File: config.mk
export PLATFORM = sky130hd
export DESIGN_NAME = i2c_24cxx_master
export DESIGN_NICKNAME = d
export VERILOG_FILES = /design/src/rtl/i2c_24cxx_master.sv
export SDC_FILE = /design/constraint.sdc
export NUM_CORES = 1
export LEC_CHECK = 0
export CORE_MARGIN = 3
export CORE_UTILIZATION = 56
export CTS_CLUSTER_SIZE = 24
export DETAILED_ROUTE_END_ITERATION = 8
export GPL_TIMING_DRIVEN = 1
export PLACE_DENSITY = 0.9
export SYNTH_ARGS = -nofsm -noshare
export SYNTH_HDL_FRONTEND = slang
export SYNTH_SLANG_ARGS = --single-unit
export TNS_END_PERCENT = 1
File: constraint.sdc
create_clock -name clk -period 2.7 [get_ports clk]
set_input_delay 0.54 -clock clk [delete_from_list [all_inputs] [get_ports clk]]
set_output_delay 0.54 -clock clk [all_outputs]
set_load 0.01 [all_outputs]
File: src/rtl/i2c_24cxx_master.sv
// I2C initiator for single-byte 24Cxx EEPROM reads/writes (X24C01, 24C02-16, 24C32+).
// Define I2C_ACK_POLL_EN to add post-write ACK polling before done.
`timescale 1ns/1ps
module i2c_24cxx_master #(
    parameter int CLK_DIV  = 8,
    parameter int POLL_MAX = 255
) (
    input  logic        clk,
    input  logic        rst,
    input  logic [1:0]  mode,
    input  logic        req,
    input  logic        we,
    input  logic [12:0] addr,
    input  logic [7:0]  wdata,
    output logic [7:0]  rdata,
    output logic        busy,
    output logic        done,
    output logic        nack_err,
    output logic        scl_o,
    output logic        sda_o,
    input  logic        sda_i
);
    if (CLK_DIV < 2 || CLK_DIV > 255 || POLL_MAX < 1 || POLL_MAX > 255) begin : g_bad_param
        $error("i2c_24cxx_master: parameter out of range");
    end

    typedef enum logic [3:0] {
        IDLE, START, DEV, WADDR_H, WADDR_L, RSTART, DEV_RD,
        WDATA, RDATA, MNACK, STOP,
`ifdef I2C_ACK_POLL_EN
        POLL,
`endif
        FIN
    } state_t;

    state_t      state_q, state_d, next_st;
    logic [7:0]  cnt_q, cnt_d;
    logic [1:0]  qtr_q, qtr_d;
    logic [3:0]  bitn_q, bitn_d;
    logic [1:0]  mode_q, mode_d;
    logic        we_q, we_d;
    logic [12:0] addr_q, addr_d;
    logic [7:0]  wdata_q, wdata_d;
    logic [7:0]  shift_q, shift_d;
    logic [7:0]  rdata_q, rdata_d;
    logic        samp_q, samp_d;
    logic        busy_q, busy_d;
    logic        done_q, done_d;
    logic        nack_q, nack_d;
    logic        scl_q, scl_d;
    logic        sda_q, sda_d;
`ifdef I2C_ACK_POLL_EN
    logic        poll_q, poll_d;
    logic        pnack_q, pnack_d;
    logic [7:0]  pcnt_q, pcnt_d;
`endif
    logic        tick, last_bit, ack_slot, tx_bit, fin;
    logic [7:0]  tx_byte;

    always_comb begin
        tx_byte = wdata_q;
        unique case (state_q)
            DEV:     tx_byte = (mode_q == 2'd0) ? {addr_q[6:0], ~we_q}
                             : {4'hA, (mode_q == 2'd1) ? addr_q[10:8] : 3'b000, 1'b0};
            DEV_RD:  tx_byte = {4'hA, (mode_q == 2'd1) ? addr_q[10:8] : 3'b000, 1'b1};
            WADDR_H: tx_byte = {3'b000, addr_q[12:8]};
            WADDR_L: tx_byte = addr_q[7:0];
            default: tx_byte = wdata_q;
        endcase
    end

    always_comb begin
        next_st = STOP;
        unique case (state_q)
            DEV:     if (mode_q == 2'd0) next_st = we_q ? WDATA : RDATA;
                     else next_st = (mode_q == 2'd1) ? WADDR_L : WADDR_H;
            WADDR_H: next_st = WADDR_L;
            WADDR_L: next_st = we_q ? WDATA : RSTART;
            DEV_RD:  next_st = RDATA;
            RDATA:   next_st = MNACK;
            default: next_st = STOP;
        endcase
    end

    // Read bits and the master NACK slot leave SDA released
    assign ack_slot = (state_q != RDATA) && (state_q != MNACK);
    assign last_bit = (state_q == RDATA) ? (bitn_q == 4'd7)
                    : (state_q == MNACK) ? 1'b1 : (bitn_q == 4'd8);
    assign tx_bit   = (!ack_slot || bitn_q[3]) ? 1'b1 : tx_byte[3'd7 - bitn_q[2:0]];
    assign tick     = busy_q && (cnt_q == 8'(CLK_DIV - 1));

    always_comb begin
        state_d = state_q;
        cnt_d   = busy_q ? (tick ? 8'd0 : cnt_q + 8'd1) : 8'd0;
        qtr_d   = qtr_q;
        bitn_d  = bitn_q;
        mode_d  = mode_q;
        we_d    = we_q;
        addr_d  = addr_q;
        wdata_d = wdata_q;
        shift_d = shift_q;
        rdata_d = rdata_q;
        samp_d  = samp_q;
        busy_d  = busy_q;
        done_d  = 1'b0;
        nack_d  = nack_q;
        scl_d   = scl_q;
        sda_d   = sda_q;
        fin     = 1'b0;
`ifdef I2C_ACK_POLL_EN
        poll_d  = poll_q;
        pnack_d = pnack_q;
        pcnt_d  = pcnt_q;
`endif
        if (!busy_q) begin
            if (state_q == FIN) state_d = IDLE;
            if (req) begin
                mode_d  = (mode == 2'd3) ? 2'd2 : mode;
                we_d    = we;
                addr_d  = addr;
                wdata_d = wdata;
                busy_d  = 1'b1;
                nack_d  = 1'b0;
                qtr_d   = 2'd0;
                state_d = START;
`ifdef I2C_ACK_POLL_EN
                poll_d  = 1'b0;
`endif
            end
        end else if (tick) begin
            unique case (state_q)
                START: begin
                    qtr_d = qtr_q + 2'd1;
                    if (qtr_q == 2'd0) sda_d = 1'b0;
                    else begin
                        scl_d   = 1'b0;
                        qtr_d   = 2'd0;
                        bitn_d  = 4'd0;
                        state_d = DEV;
                    end
                end
                RSTART: begin
                    qtr_d = qtr_q + 2'd1;
                    unique case (qtr_q)
                        2'd0: sda_d = 1'b1;
                        2'd1: scl_d = 1'b1;
                        2'd2: sda_d = 1'b0;
                        2'd3: begin
                            scl_d   = 1'b0;
                            bitn_d  = 4'd0;
                            state_d = DEV_RD;
                        end
                    endcase
                end
                DEV, WADDR_H, WADDR_L, DEV_RD, WDATA, RDATA, MNACK: begin
                    qtr_d = qtr_q + 2'd1;
                    unique case (qtr_q)
                        2'd0: begin
                            scl_d = 1'b0;
                            sda_d = tx_bit;
                        end
                        2'd1: scl_d = 1'b1;
                        2'd2: begin
                            samp_d = sda_i;
                            if (state_q == RDATA) shift_d = {shift_q[6:0], sda_i};
                        end
                        2'd3: begin
                            scl_d  = 1'b0;
                            bitn_d = bitn_q + 4'd1;
                            if (last_bit) begin
                                bitn_d  = 4'd0;
                                state_d = next_st;
`ifdef I2C_ACK_POLL_EN
                                if (poll_q) begin
                                    pnack_d = samp_q;
                                    state_d = STOP;
                                end else
`endif
                                if (ack_slot && samp_q) begin
                                    nack_d  = 1'b1;
                                    state_d = STOP;
                                end
                            end
                        end
                    endcase
                end
                STOP: begin
                    qtr_d = qtr_q + 2'd1;
                    unique case (qtr_q)
                        2'd0: sda_d = 1'b0;
                        2'd1: scl_d = 1'b1;
                        2'd2: sda_d = 1'b1;
                        2'd3: begin
`ifdef I2C_ACK_POLL_EN
                            if (poll_q) begin
                                if (!pnack_q) fin = 1'b1;
                                else if (pcnt_q == 8'(POLL_MAX - 1)) begin
                                    nack_d = 1'b1;
                                    fin    = 1'b1;
                                end else begin
                                    pcnt_d  = pcnt_q + 8'd1;
                                    state_d = POLL;
                                end
                            end else if (we_q && !nack_q) begin
                                poll_d  = 1'b1;
                                pcnt_d  = 8'd0;
                                state_d = POLL;
                            end else fin = 1'b1;
`else
                            fin = 1'b1;
`endif
                        end
                    endcase
                end
`ifdef I2C_ACK_POLL_EN
                POLL: begin
                    qtr_d   = 2'd0;
                    state_d = START;
                end
`endif
                default: state_d = state_q;
            endcase
        end
        if (fin) begin
            state_d = FIN;
            busy_d  = 1'b0;
            done_d  = 1'b1;
            if (!we_q) rdata_d = shift_q;
        end
    end

    always_ff @(posedge clk or posedge rst) begin
        if (rst) begin
            state_q <= IDLE;
            cnt_q   <= '0;
            qtr_q   <= '0;
            bitn_q  <= '0;
            mode_q  <= '0;
            we_q    <= 1'b0;
            addr_q  <= '0;
            wdata_q <= '0;
            shift_q <= '0;
            rdata_q <= '0;
            samp_q  <= 1'b1;
            busy_q  <= 1'b0;
            done_q  <= 1'b0;
            nack_q  <= 1'b0;
            scl_q   <= 1'b1;
            sda_q   <= 1'b1;
`ifdef I2C_ACK_POLL_EN
            poll_q  <= 1'b0;
            pnack_q <= 1'b0;
            pcnt_q  <= '0;
`endif
        end else begin
            state_q <= state_d;
            cnt_q   <= cnt_d;
            qtr_q   <= qtr_d;
            bitn_q  <= bitn_d;
            mode_q  <= mode_d;
            we_q    <= we_d;
            addr_q  <= addr_d;
            wdata_q <= wdata_d;
            shift_q <= shift_d;
            rdata_q <= rdata_d;
            samp_q  <= samp_d;
            busy_q  <= busy_d;
            done_q  <= done_d;
            nack_q  <= nack_d;
            scl_q   <= scl_d;
            sda_q   <= sda_d;
`ifdef I2C_ACK_POLL_EN
            poll_q  <= poll_d;
            pnack_q <= pnack_d;
            pcnt_q  <= pcnt_d;
`endif
        end
    end

    assign rdata    = rdata_q;
    assign busy     = busy_q;
    assign done     = done_q;
    assign nack_err = nack_q;
    assign scl_o    = scl_q;
    assign sda_o    = sda_q;
endmodule

==> flow_metrics.py <==
metrics = {
    "floorplanning": {
        "rows": 28,
        "die_h_um": 84.98,
        "start_util": 0.5831,
        "design.die.area_um2": 7222,
        "core_area_um2": 5991,
        "fp.dieW_um": 84.98,
        "boundaryPins": 41,
    },
    "timing": {
        "maxSlewViolCount": 0,
        "setup_viol": 0,
        "period_needed_ns": 2.414,
        "hold_viol_final": 0,
        "max_freq_mhz": 414.3,
        "fin_setup_tns_ns": 0,
        "timing.final.crit_share": 0.8940,
        "skew_ns": 0.006265,
        "fin_ws_ns": 0.2861,
        "worst_slew_pin_slew_ns": 0.5826,
        "whs_ns": 0.5067,
        "rsz0062_at_grt": "no",
        "slew_headroom": 0.6061,
    },
    "synth": {
        "ys_seq_area_frac": 0.4595,
        "ys_warn_count": 0,
        "synth_top_area_cell": "dfrtp_1",
        "dominantRegCellSynth": "dfrtp_1",
        "synth_area_um2": 3493,
        "netlist_top_cells_area": "dfrtp_1 (44%), mux2_2 (13%), o21ai_0 (4.2%)",
        "synth_cells": 336,
        "yosysTopAreaCellShare": 0.4370,
        "syn_nets": 373,
        "syn_avg_cell_area_um2": 10.40,
        "synthArstFlopShare": 1.000,
        "synth-seq-cells": 64,
        "yosysUniqueCellTypes": 62,
        "synth-edff-count": 0,
    },
    "cts": {
        "cts-resized-gates": 0,
        "clk_pin_slew_worst_paths_ns": 0.07,
        "cts_tree": "done",
        "htree_levels": 3,
        "postCtsHoldBufs": 0,
        "cts_max_path_buffers": 2,
        "clk_latency_ns": 0.34,
        "cts_buffers": 9,
        "clock_sinks": 64,
        "post_cts_buffers": 0,
        "cts_root_buf": "clkbuf_8",
    },
    "pwr": {
        "vdd_drop_max_mv": 0.4982,
        "switching_share": 0.3828,
        "p_int_w": 0.002052,
        "comb_power_share": 0.371,
        "p_per_area_nw_per_um2": 798.1,
        "switchingPower_w": 0.001273,
        "p_seq_frac": 0.415,
        "p_leak_nw": 1.804,
        "pwr-share-clk": 0.214,
    },
    "routing": {
        "via_per_inst": 6.068,
        "antenna_left": 0,
        "drt-pass1-iter-count": 5,
        "wl_per_cell_um": 17.49,
        "route.vias.total": 2785,
        "wl_um": 8030,
        "drtIter0Drc": 344,
        "drc": 0,
    },
    "setup_path": {
        "path_class": "flop to flop",
        "worstPathRequired_ns": 2.92,
        "path_buf_inv": 0,
        "crit_path_start_kind": "flop",
        "cp.arrival_ns": 2.63,
        "critPathMaxStageDelay_ns": 0.41,
        "cp_cell_sequence": "ha_1 > nor4b_1 > nand3_1 > nor2_2 > a211o_1 > nand3_2 > mux2_1",
        "cp_slowest_cell": "dfrtp_1",
        "end_kind": "flop",
        "crit_fanout": 6,
        "cp_top_family": "simple AND/OR/NAND/NOR gates",
    },
    "global_routing": {
        "grt_util_met2": 0.3743,
        "grt_pass1_vias": 2730,
        "track_usage": 0.2366,
        "grt-busiest-layer": "met2",
        "grt_start_max_net_pins": 42,
        "overflow": 0,
        "use_met3": 0.04078,
        "antenna_found_initial": 0,
        "grt_pass1_wl_um": 13570,
        "grt_use_met1": 0.3291,
    },
    "layout": {
        "n_antenna_cell": 0,
        "syn_to_final_growth_pct": 19.27,
        "fin_nets": 416,
        "final_core_util": 0.6955,
        "drive_gt1_frac": 0.2135,
        "stdcell_area_um2": 4167,
    },
    "placement": {
        "gp_congestion": 0.9290,
        "port_buffers": 40,
        "place_ws_ns": 0.3166,
        "dp_hpwl_um": 5892,
        "place_area_um2": 3994,
    },
    "flow_run": {
        "maxCapViolations": 0,
    },
    "outcome": {
        "status": "finished, final reports clean",
    },
    "worst_hold_path": {
        "hold_path.class": "flop to flop",
    },
}
-- layer usage --
layer	routed length [um]	share of wire
met1	3597	0.45
met2	3919	0.49
met3	408	0.051
met4	105	0.013
met5	0	0
-- flip-flops by register name, indices dropped and copies added, names as in the netlist --
name and cells:
nack_err 1, sda_o 1, bitn_q 4, shift_q 8, addr_q 13, cnt_q 8
mode_q 2, done 1, busy 1, samp_q 1, qtr_q 2, state_q 4
rdata 8, scl_o 1, we_q 1, wdata_q 8
-- power groups by stage --
stage	clock network, W	registers [W]	logic [W]
floorplan	0	0.00131	0.000937
global placement	0	0.00138	0.00117
detailed placement	0	0.00139	0.00122
CTS	0.000721	0.00137	0.00122
global route	0.000770	0.00141	0.00138
finish	0.000710	0.00138	0.00123
-- final cells by class --
cell class	count	area, um2
flip-flops and latches	64	1605
fillers	420	1824
inverters	14	52.55
clock buffers	9	123.9
multi-input cells	241	1762
repair buffers	49	480.5
well taps	75	93.84
clock inverters	7	48.80
-- path summary, 6_finish.rpt --
path / slack [ns] / to / start / cells after the start
worst min-delay path: 0.51 / rdata[3] / rdata[3] / 1
worst max register to register: 0.29 / state_q[2] / cnt_q[0] / 7
worst max-delay path: 0.29 / state_q[2] / cnt_q[0] / 7
worst min register to register: 0.51 / rdata[3] / rdata[3] / 1
max in group asynchronous: 1.49 / scl_o / rst / 3
min in group asynchronous: 0.55 / rdata[1] / rst / 2
-- synth_stat cells (6+ instances only) --
cell type / instances
mux2_2: 39
o21ai_0: 29
nand2_1: 19
ha_1: 9
nand3_1: 11
inv_1: 14
nor2_1: 21
a21oi_1: 14
and3_1: 6
nor2b_1: 6
dfrtp_1: 61
clkbuf_1: 9
-- metrics by stage --
stage                     total power [W]  std cells
final                            0.003325        459
after global routing             0.003555        459
after CTS                        0.003319        459
after detailed placement         0.002609        443
after global placement           0.002547        443
after floorplan                  0.002249        336
-- cell usage in the layout, fill, tap and decap left out, types with 3 or more instances in the layout --
cell type	instances
a31oi_1	4
nand3_1	11
dfstp_2	3
a21o_1	3
nor4b_1	3
a21oi_1	14
nor2_1	21
dfrtp_1	61
ha_1	9
nor2b_1	5
clkinv_2	3
xor2_1	5
a41oi_1	4
buf_4	8
clkdlybuf4s50_1	40
or2_2	3
clkbuf_8	9
nand2_1	19
clkinv_4	3
o31ai_1	3
inv_1	13
and3_1	6
nor3_1	4
a211oi_1	5
nand2b_1	4
o21ai_0	29
mux2_2	39
mux2_1	3
-- kinds of logic (layout without fill, tap and decap cells) --
logic type / after synthesis / after routing / synth area share
simple gates: 93 / 93 / 0.1461
compound gates: 89 / 89 / 0.1694
flops: 64 / 64 / 0.4595
mux: 43 / 43 / 0.1383
buf+inv: 31 / 79 / 0.03689
fa+ha+maj: 9 / 9 / 0.03224
xor+xnor: 7 / 7 / 0.01755
(Power assumes the default switching activity.)
